**config.mk**
```make
export PLATFORM = sky130hd
export DESIGN_NAME = fifo_word_unpacker
export DESIGN_NICKNAME = d
export VERILOG_FILES = /design/src/rtl/fifo_word_unpacker.sv
export SDC_FILE = /design/constraint.sdc
export NUM_CORES = 1
export LEC_CHECK = 0
export ABC_AREA = 1
export CORE_UTILIZATION = 31
export CTS_BUF_LIST = sky130_fd_sc_hd__clkbuf_8
export DETAILED_ROUTE_END_ITERATION = 10
export GPL_TIMING_DRIVEN = 0
export PLACE_DENSITY = 0.61
export SLEW_MARGIN = 10
export SYNTH_ARGS = -nofsm -noshare
export SYNTH_HDL_FRONTEND = slang
export SYNTH_SLANG_ARGS = --single-unit
```
**constraint.sdc**
```tcl
create_clock -name clk -period 1.7 [get_ports clk]
set_input_delay 0.17 -clock clk [delete_from_list [all_inputs] [get_ports clk]]
set_output_delay 0.17 -clock clk [all_outputs]
set_load 0.01 [all_outputs]
```
**src/rtl/fifo_word_unpacker.sv**
```systemverilog
// ---------------------------------------------------------------------------
// fifo_word_unpacker
//
// Read-side consumer for a dual-clock FIFO. Words are pulled from the FIFO
// with its pre-set acknowledge protocol, held in a two-entry word buffer and
// emitted as a stream of out_width-bit lanes with a valid/ready handshake.
//
// Parameters
//   in_width   FIFO word width (default 32)
//   out_width  lane width (default 8); in_width must be a multiple of it
//
// Ports
//   clk        FIFO read clock
//   reset_n    asynchronous active-low reset
//   in_data    FIFO read data
//   in_valid   FIFO read-data valid (registered inside the FIFO)
//   in_ack     pre-set acknowledge to the FIFO (pop at the next edge)
//   out_data   current lane
//   out_valid  lane valid
//   out_ready  downstream accepts the lane
//   out_last   current lane is the final lane of its word
//
// Build option
//   WORD_UNPACK_MSB_FIRST_EN  when defined, the most significant lane of each
//                             word is emitted first; otherwise least
//                             significant first.
// ---------------------------------------------------------------------------
module fifo_word_unpacker #(
  parameter int in_width  = 32,
  parameter int out_width = 8
) (
  input  logic                 clk,
  input  logic                 reset_n,
  input  logic [in_width-1:0]  in_data,
  input  logic                 in_valid,
  output logic                 in_ack,
  output logic [out_width-1:0] out_data,
  output logic                 out_valid,
  input  logic                 out_ready,
  output logic                 out_last
);

  localparam int LANES  = in_width / out_width;
  localparam int LANE_W = (LANES > 1) ? $clog2(LANES) : 1;
  localparam logic [LANE_W-1:0] LAST_LANE = LANE_W'(LANES - 1);

  if ((in_width % out_width) != 0 || LANES < 1) begin : g_bad_cfg
    $error("fifo_word_unpacker: in_width must be a non-zero multiple of out_width");
  end

  logic [in_width-1:0] word_q [2];
  logic [in_width-1:0] word_d [2];
  logic [1:0]          occ_q, occ_d;
  logic                wr_ptr_q, wr_ptr_d;
  logic                rd_ptr_q, rd_ptr_d;
  logic [LANE_W-1:0]   lane_q, lane_d;
  logic                ack_q, ack_d;

  logic                capture;
  logic                lane_fire;
  logic                pop;
  logic [LANE_W-1:0]   lane_sel;
  logic [in_width-1:0] head_word;

  always_comb begin
    // A word is only ours if we acknowledged it at the previous edge; a
    // valid word without that ack is the FIFO showing its head (a peek).
    capture   = in_valid && ack_q;
    out_valid = (occ_q != 2'd0);
    lane_fire = out_valid && out_ready;
    out_last  = out_valid && (lane_q == LAST_LANE);
    pop       = lane_fire && (lane_q == LAST_LANE);

    // Count the word landing this cycle so an ack issued now always has a
    // free slot when its data arrives one cycle later.
    in_ack = reset_n && ((occ_q + {1'b0, capture}) < 2'd2);

    head_word = word_q[rd_ptr_q];
`ifdef WORD_UNPACK_MSB_FIRST_EN
    lane_sel = LAST_LANE - lane_q;
`else
    lane_sel = lane_q;
`endif
    out_data = head_word[lane_sel*out_width +: out_width];

    ack_d    = in_ack;
    word_d   = word_q;
    wr_ptr_d = wr_ptr_q;
    rd_ptr_d = rd_ptr_q;
    occ_d    = occ_q;
    lane_d   = lane_q;

    if (capture) begin
      word_d[wr_ptr_q] = in_data;
      wr_ptr_d         = ~wr_ptr_q;
    end

    if (lane_fire) begin
      lane_d = pop ? '0 : lane_q + 1'b1;
    end

    if (pop) begin
      rd_ptr_d = ~rd_ptr_q;
    end

    // Simultaneous capture and pop leaves occupancy unchanged.
    case ({capture, pop})
      2'b10:   occ_d = occ_q + 2'd1;
      2'b01:   occ_d = occ_q - 2'd1;
      default: occ_d = occ_q;
    endcase
  end

  always_ff @(posedge clk or negedge reset_n) begin
    if (!reset_n) begin
      word_q[0] <= '0;
      word_q[1] <= '0;
      occ_q     <= 2'd0;
      wr_ptr_q  <= 1'b0;
      rd_ptr_q  <= 1'b0;
      lane_q    <= '0;
      ack_q     <= 1'b0;
    end else begin
      word_q[0] <= word_d[0];
      word_q[1] <= word_d[1];
      occ_q     <= occ_d;
      wr_ptr_q  <= wr_ptr_d;
      rd_ptr_q  <= rd_ptr_d;
      lane_q    <= lane_d;
      ack_q     <= ack_d;
    end
  end

endmodule

```
## Word-level counts from Yosys, hierarchy flattened

Index checks and enable logic that the tools add are counted.

| storage, ports and cells | value |
|---|---|
| register bits | 71 |
| input port bits | 36 |
| output and inout bits | 11 |

| cells by class | value |
|---|---|
| add/sub/neg operators | 4 |
| $lt $le $gt $ge | 4 |
| bitwise operators | 4 |
| shift operators | 1 |
| equality and inequality tests | 3 |
| mux-type cells | 8 |
| reduce and logical (&&, ||, !) cells | 8 |

Operators by type and width:

| operator | count |
|---|---|
| 2-to-1 mux 32 bit | 4 |
| bitwise mux 64 bit | 1 |
| demux 32 bit (select 1 bit) | 1 |
| indexed part select 32 x 6 -> 8 bit | 1 |
| logical AND 1 bit | 6 |
| adder 2 x 1 -> 2 bit (second input constant) | 2 |
| equality test 2 bit (second input constant) | 2 |
| greater-or-equal comparator 2 bit (second input constant) | 2 |
| inverter 1 -> 2 bit | 2 |
| one-hot mux 2 bit (2 select lines) | 1 |
| nonzero test 2 bit | 2 |
| adder 2 x 1 -> 2 bit | 1 |
| equality test 2 x 1 -> 1 bit (second input constant) | 1 |
| less-than comparator 2 x 1 -> 1 bit (second input constant) | 1 |
| less-than comparator 2 bit (second input constant) | 1 |
| 2-to-1 mux 2 bit | 1 |
| inverter 1 bit | 2 |
| subtractor 2 x 1 -> 2 bit (second input constant) | 1 |

## Longest topological paths before layout

| depth | value |
|---|---|
| depth in word-level cells | 6 |
| gate-level depth with buffers | 8 |

## Worst setup path after synthesis

OpenSTA, ideal clock, no wires.

| timing path | value |
|---|---|
| kind | register to register |
| start | register occ_q[0] |
| end | register occ_q[1] |
| arrival | 1356 ps |
| buffers on the path | 0 |
| period minus slack after synthesis | 1478 ps |
| slack | 222 ps |
| stages on the path, launching flop included | 9 |
| cell sequence | dfrtp_1 > inv_1 > nand2_1 > nand2_1 > nor2_1 > ha_1 > a21oi_1 > nand2_1 > xor2_1 |

| on the way | value |
|---|---|
| cells in the longest elaborated chain, start to end | 5 |
| elaborated cells between the ends (all ways) | 9 |

RTL lines:

| what | RTL line | text |
|---|---|---|
| start: declaration | 53 | `logic [1:0] occ_q, occ_d;` |
| start signal: assignment | 118 | `occ_q <= 2'd0;` |
| start signal: assignment | 126 | `occ_q <= occ_d;` |
| nonzero test 2 bit (*) | 69 | `out_valid = (occ_q != 2'd0);` |
| net out_valid | 38 | `output logic out_valid,` |
| logical AND 1 bit (*) | 70 | `lane_fire = out_valid && out_ready;` |
| logical AND 1 bit (*) | 72 | `pop = lane_fire && (lane_q == LAST_LANE);` |
| net pop | 61 | `logic pop;` |
| equality test 2 x 1 -> 1 bit / equality test 2 bit (equally long branches) | 107 | `case ({capture, pop})` |
| one-hot mux 2 bit (2 select lines) / nonzero test 2 bit (equally long branches) | -- |  |

Mark *: on every way through the listed nets, which the timed path passes. The rest lies on a longest branch.
A chain may end at the register's enable or synchronous reset.

## Worst setup path in the final report

| timing path | value |
|---|---|
| start | register rd_ptr_q |
| end | output port out_data[1] |

| on the way | value |
|---|---|
| cells in the longest elaborated chain, start to end | 5 |

RTL lines:

| what | RTL line | text |
|---|---|---|
| start: declaration | 55 | `logic rd_ptr_q, rd_ptr_d;` |
| start signal: assignment | 128 | `rd_ptr_q <= rd_ptr_d;` |
| inverter 1 -> 2 bit (implied by the code) | 78 | `head_word = word_q[rd_ptr_q];` |
| 2-to-1 mux 32 bit (implied by the code) (3 in a row) | 78 |  |
| indexed part select 32 x 6 -> 8 bit | 84 | `out_data = head_word[lane_sel*out_width +: out_width];` |
| end: declaration | 37 | `output logic [out_width-1:0] out_data,` |

No other way between the ends. The select of a mux whose other input is x is not followed.

==> results.toml <==
[status]
status = "finished with violations"
failed_checks = "negative setup slack"

[worst_setup_path]
worstSetupStartpoint = "rd_ptr_q"
cp-start-kind = "register"
crit_required_ps = 1530
cp.arrival_ps = 1650
path_class = "reg2out"
crit_path_end_kind = "output pin"
slowest_delay_ps = 460
timing.rr.start = "lane_q[0]"
crit_chain = "clkinv_4 > buf_8 > buf_6 > nand2_2 > nand3_2 > nand2_1 > nand2_1 > nand2_1 > buf_2"
cpMaxStageDelayCell = "dfrtp_2"
path_max_fanout = 8
ff2ff_path_depth = 7
crit_path_frequent_cell = "nand2_1"

[placement]
port_buffers = 46
dpl_cell_area_um2 = 4320
place_hpwl_um = 6450
dp_slack_ps = -342
place.gp.congestion = 0.836

[logic_synthesis]
synth_top_family_by_area = "simple AND/OR/NAND/NOR gates"
synthSimpleGateAreaFrac_pct = 23.7
avgSynthCellArea_um2 = 7.47
synthCells = 489
yosysUniqueCellTypes = 21
ys_seq_area_share_pct = 48.6
synth_nets = 527
yosysTopAreaCell = "dfrtp_1"
syn_area_um2 = 3650
synth_mux_area_share_pct = 0
synth_top_area_share_pct = 48.6
synth_xor_area_share_pct = 0.479
synth_compound_area_share_pct = 11.9
synth_area_leaders = "dfrtp_1 49%, nand2_1 18%, inv_1 10%"
yosys.area_share.adder_pct = 0.685
ys_warn_count = 0
ys_ff_latch = 71

[sta]
fin_crit_sh_pct = 107
worst_pin_slew_ps = 553
fin_ws_ps = -120
rsz0062_at_grt = "yes"
period_needed_ps = 1820
slew_headroom_pct = 63.2
hold_violations = 0
setup_viol = 7
skew_ps = 7.34
finalHoldWorstSlack_ps = 387
slew_violations = 0
fmax_ghz = 0.550

[final_layout]
n_antenna_cell = 0
areaGrowthSynthToFinish_pct = 37.7
layout_commonest_cell = "nand2_1"
nets = 599
final_area_um2 = 5030
final-seq-area_um2 = 1780
fin_util_pct = 43.9
fill_cells = 1160
drive_gt1_share_pct = 20.7
multi_input_area_um2 = 1470
mostFrequentLayoutCells = "159 x nand2_1, 100 x inv_1, 70 x dfrtp_1"

[power]
peakVddDrop_mv = 0.673
p_per_area_nw_per_um2 = 1920
p_leak_nw = 2.66

[clocking]
cts_buffer_depth = 2
cts_tree = "yes"
clkSinkCount = 71
cts_root_buf = "clkbuf_8"
cts.clk_slew.worst_paths_ps = 80
htreeDepth = 3
clock_latency_ps = 350
cts_buffers = 9

[drt]
drt_iter0_drc = 163
wl_per_cell_um = 13.5
antenna_left = 0
via_per_inst = 4.50
dr.pass1.iters = 4
vias = 3189
drc = 0
drt_wl_total_um = 9550

[global_routing]
grt_pass1_wl_um = 15800
grt.overflow.total = 0
grt_pass1_vias = 3222
antenna_found_initial = 0
globalRouteTotalUtil_pct = 16.3
grt_max_degree = 47

[floorplan]
die_area_um2 = 12200
core_area_um2 = 11500
pin_count = 47
initial_utilization_pct = 31.9
die_w_um = 111
num_rows = 39
die_h_um = 111

[flow_run]
maxCapViolCount = 0

[hold_path]
worstHoldStart = "in_data[26]"
min_path_type = "in2reg"
whs_path_depth = 3
==> routing by layer <==
metal / track usage (%) / part of all wire (%) / wire length [um] / vias to the layer above
met3: 3.35 / 4.5 / 431 / 7
met5: 0 / 0 / 0 / -
met2: 26.6 / 48 / 4600 / 76
met1: 21.9 / 47 / 4440 / 1498
li1: - / - / - / 1608
met4: 4.09 / 0.82 / 78 / 0
==> worst max-delay path: cells and delay by family, from the launching register on <==
| family | cells | cell delay [ps] |
|---|---|---|
| simple gates | 5 | 300 |
| flops | 1 | 460 |
| buf+inv | 4 | 540 |
==> through the flow <==
step / power, mW / std cells / setup TNS, ps
after floorplan: 5.45 / 489 / 0
after global placement: 6.78 / 678 / -148650
after detailed placement: 6.87 / 679 / -4770
after CTS: 9.24 / 705 / -583
after global routing: 10.4 / 709 / -1160
final: 9.68 / 709 / -481
==> final timing paths <==
check | end | slack, ps
setup reg to reg | occ_q[1] | 100
max in group asynchronous | word_q[10] | 520
min in group asynchronous | word_q[19] | 470
setup / recovery | out_data[1] | -120
hold reg to reg | word_q[36] | 480
hold / removal | word_q[58] | 390
==> sequential cells by signal, indices dropped and copies added (netlist names) <==
register / flops
occ_q: 2
ack_q: 1
rd_ptr_q: 1
wr_ptr_q: 1
lane_q: 2
word_q: 64
==> final cells by class <==
class / count / share of cell area, %
Tap cell: 143 / 3.55
Buffer: 23 / 4.35
Sequential cell: 71 / 35.3
Inverter: 103 / 8.10
Clock buffer: 10 / 2.73
Timing Repair Buffer: 62 / 13.7
Multi-Input combinational cell: 291 / 29.1
Clock inverter: 6 / 3.08
==> cell usage after synthesis <==
| cell | instances |
|---|---|
| clkbuf_1 | 11 |
| buf_6 | 6 |
| o21ai_0 | 36 |
| buf_4 | 1 |
| a21oi_1 | 2 |
| ha_1 | 2 |
| o21ai_1 | 9 |
| clkinv_1 | 2 |
| nor2_1 | 2 |
| buf_2 | 6 |
| xor2_1 | 1 |
| xnor2_1 | 1 |
| or2_2 | 1 |
| nand2_1 | 177 |
| dfrtp_1 | 71 |
| or2_1 | 1 |
| nand2_2 | 1 |
| nand3_1 | 34 |
| inv_1 | 101 |
| o21ai_2 | 23 |
| nor3_1 | 1 |
==> logic make-up after synthesis <==
family                     after synthesis
DFF                                     71
buffers and inverters                  127
adders and majority gates                2
AOI/OAI and AO/OA                       70
xor gates and xnor gates                 2
and+or+nand+nor                        217
==> power breakdown <==
part | switching (mW) | internal, mW
Sequential | 0.458 | 2.50
Clock | 0.664 | 1.31
Combinational | 2.64 | 2.12
Total | 3.76 | 5.92
==> repair_timing <==
item                                    CTS  global route
gates cloned                              1             1
pin swaps                                 4            14
buffers inserted                          5             3
endpoints found under the setup margin   10            10
hold buffers                              5             0
resized for setup                        62            48
endpoints found under the hold margin    25             0
(Power assumes the default switching activity.)
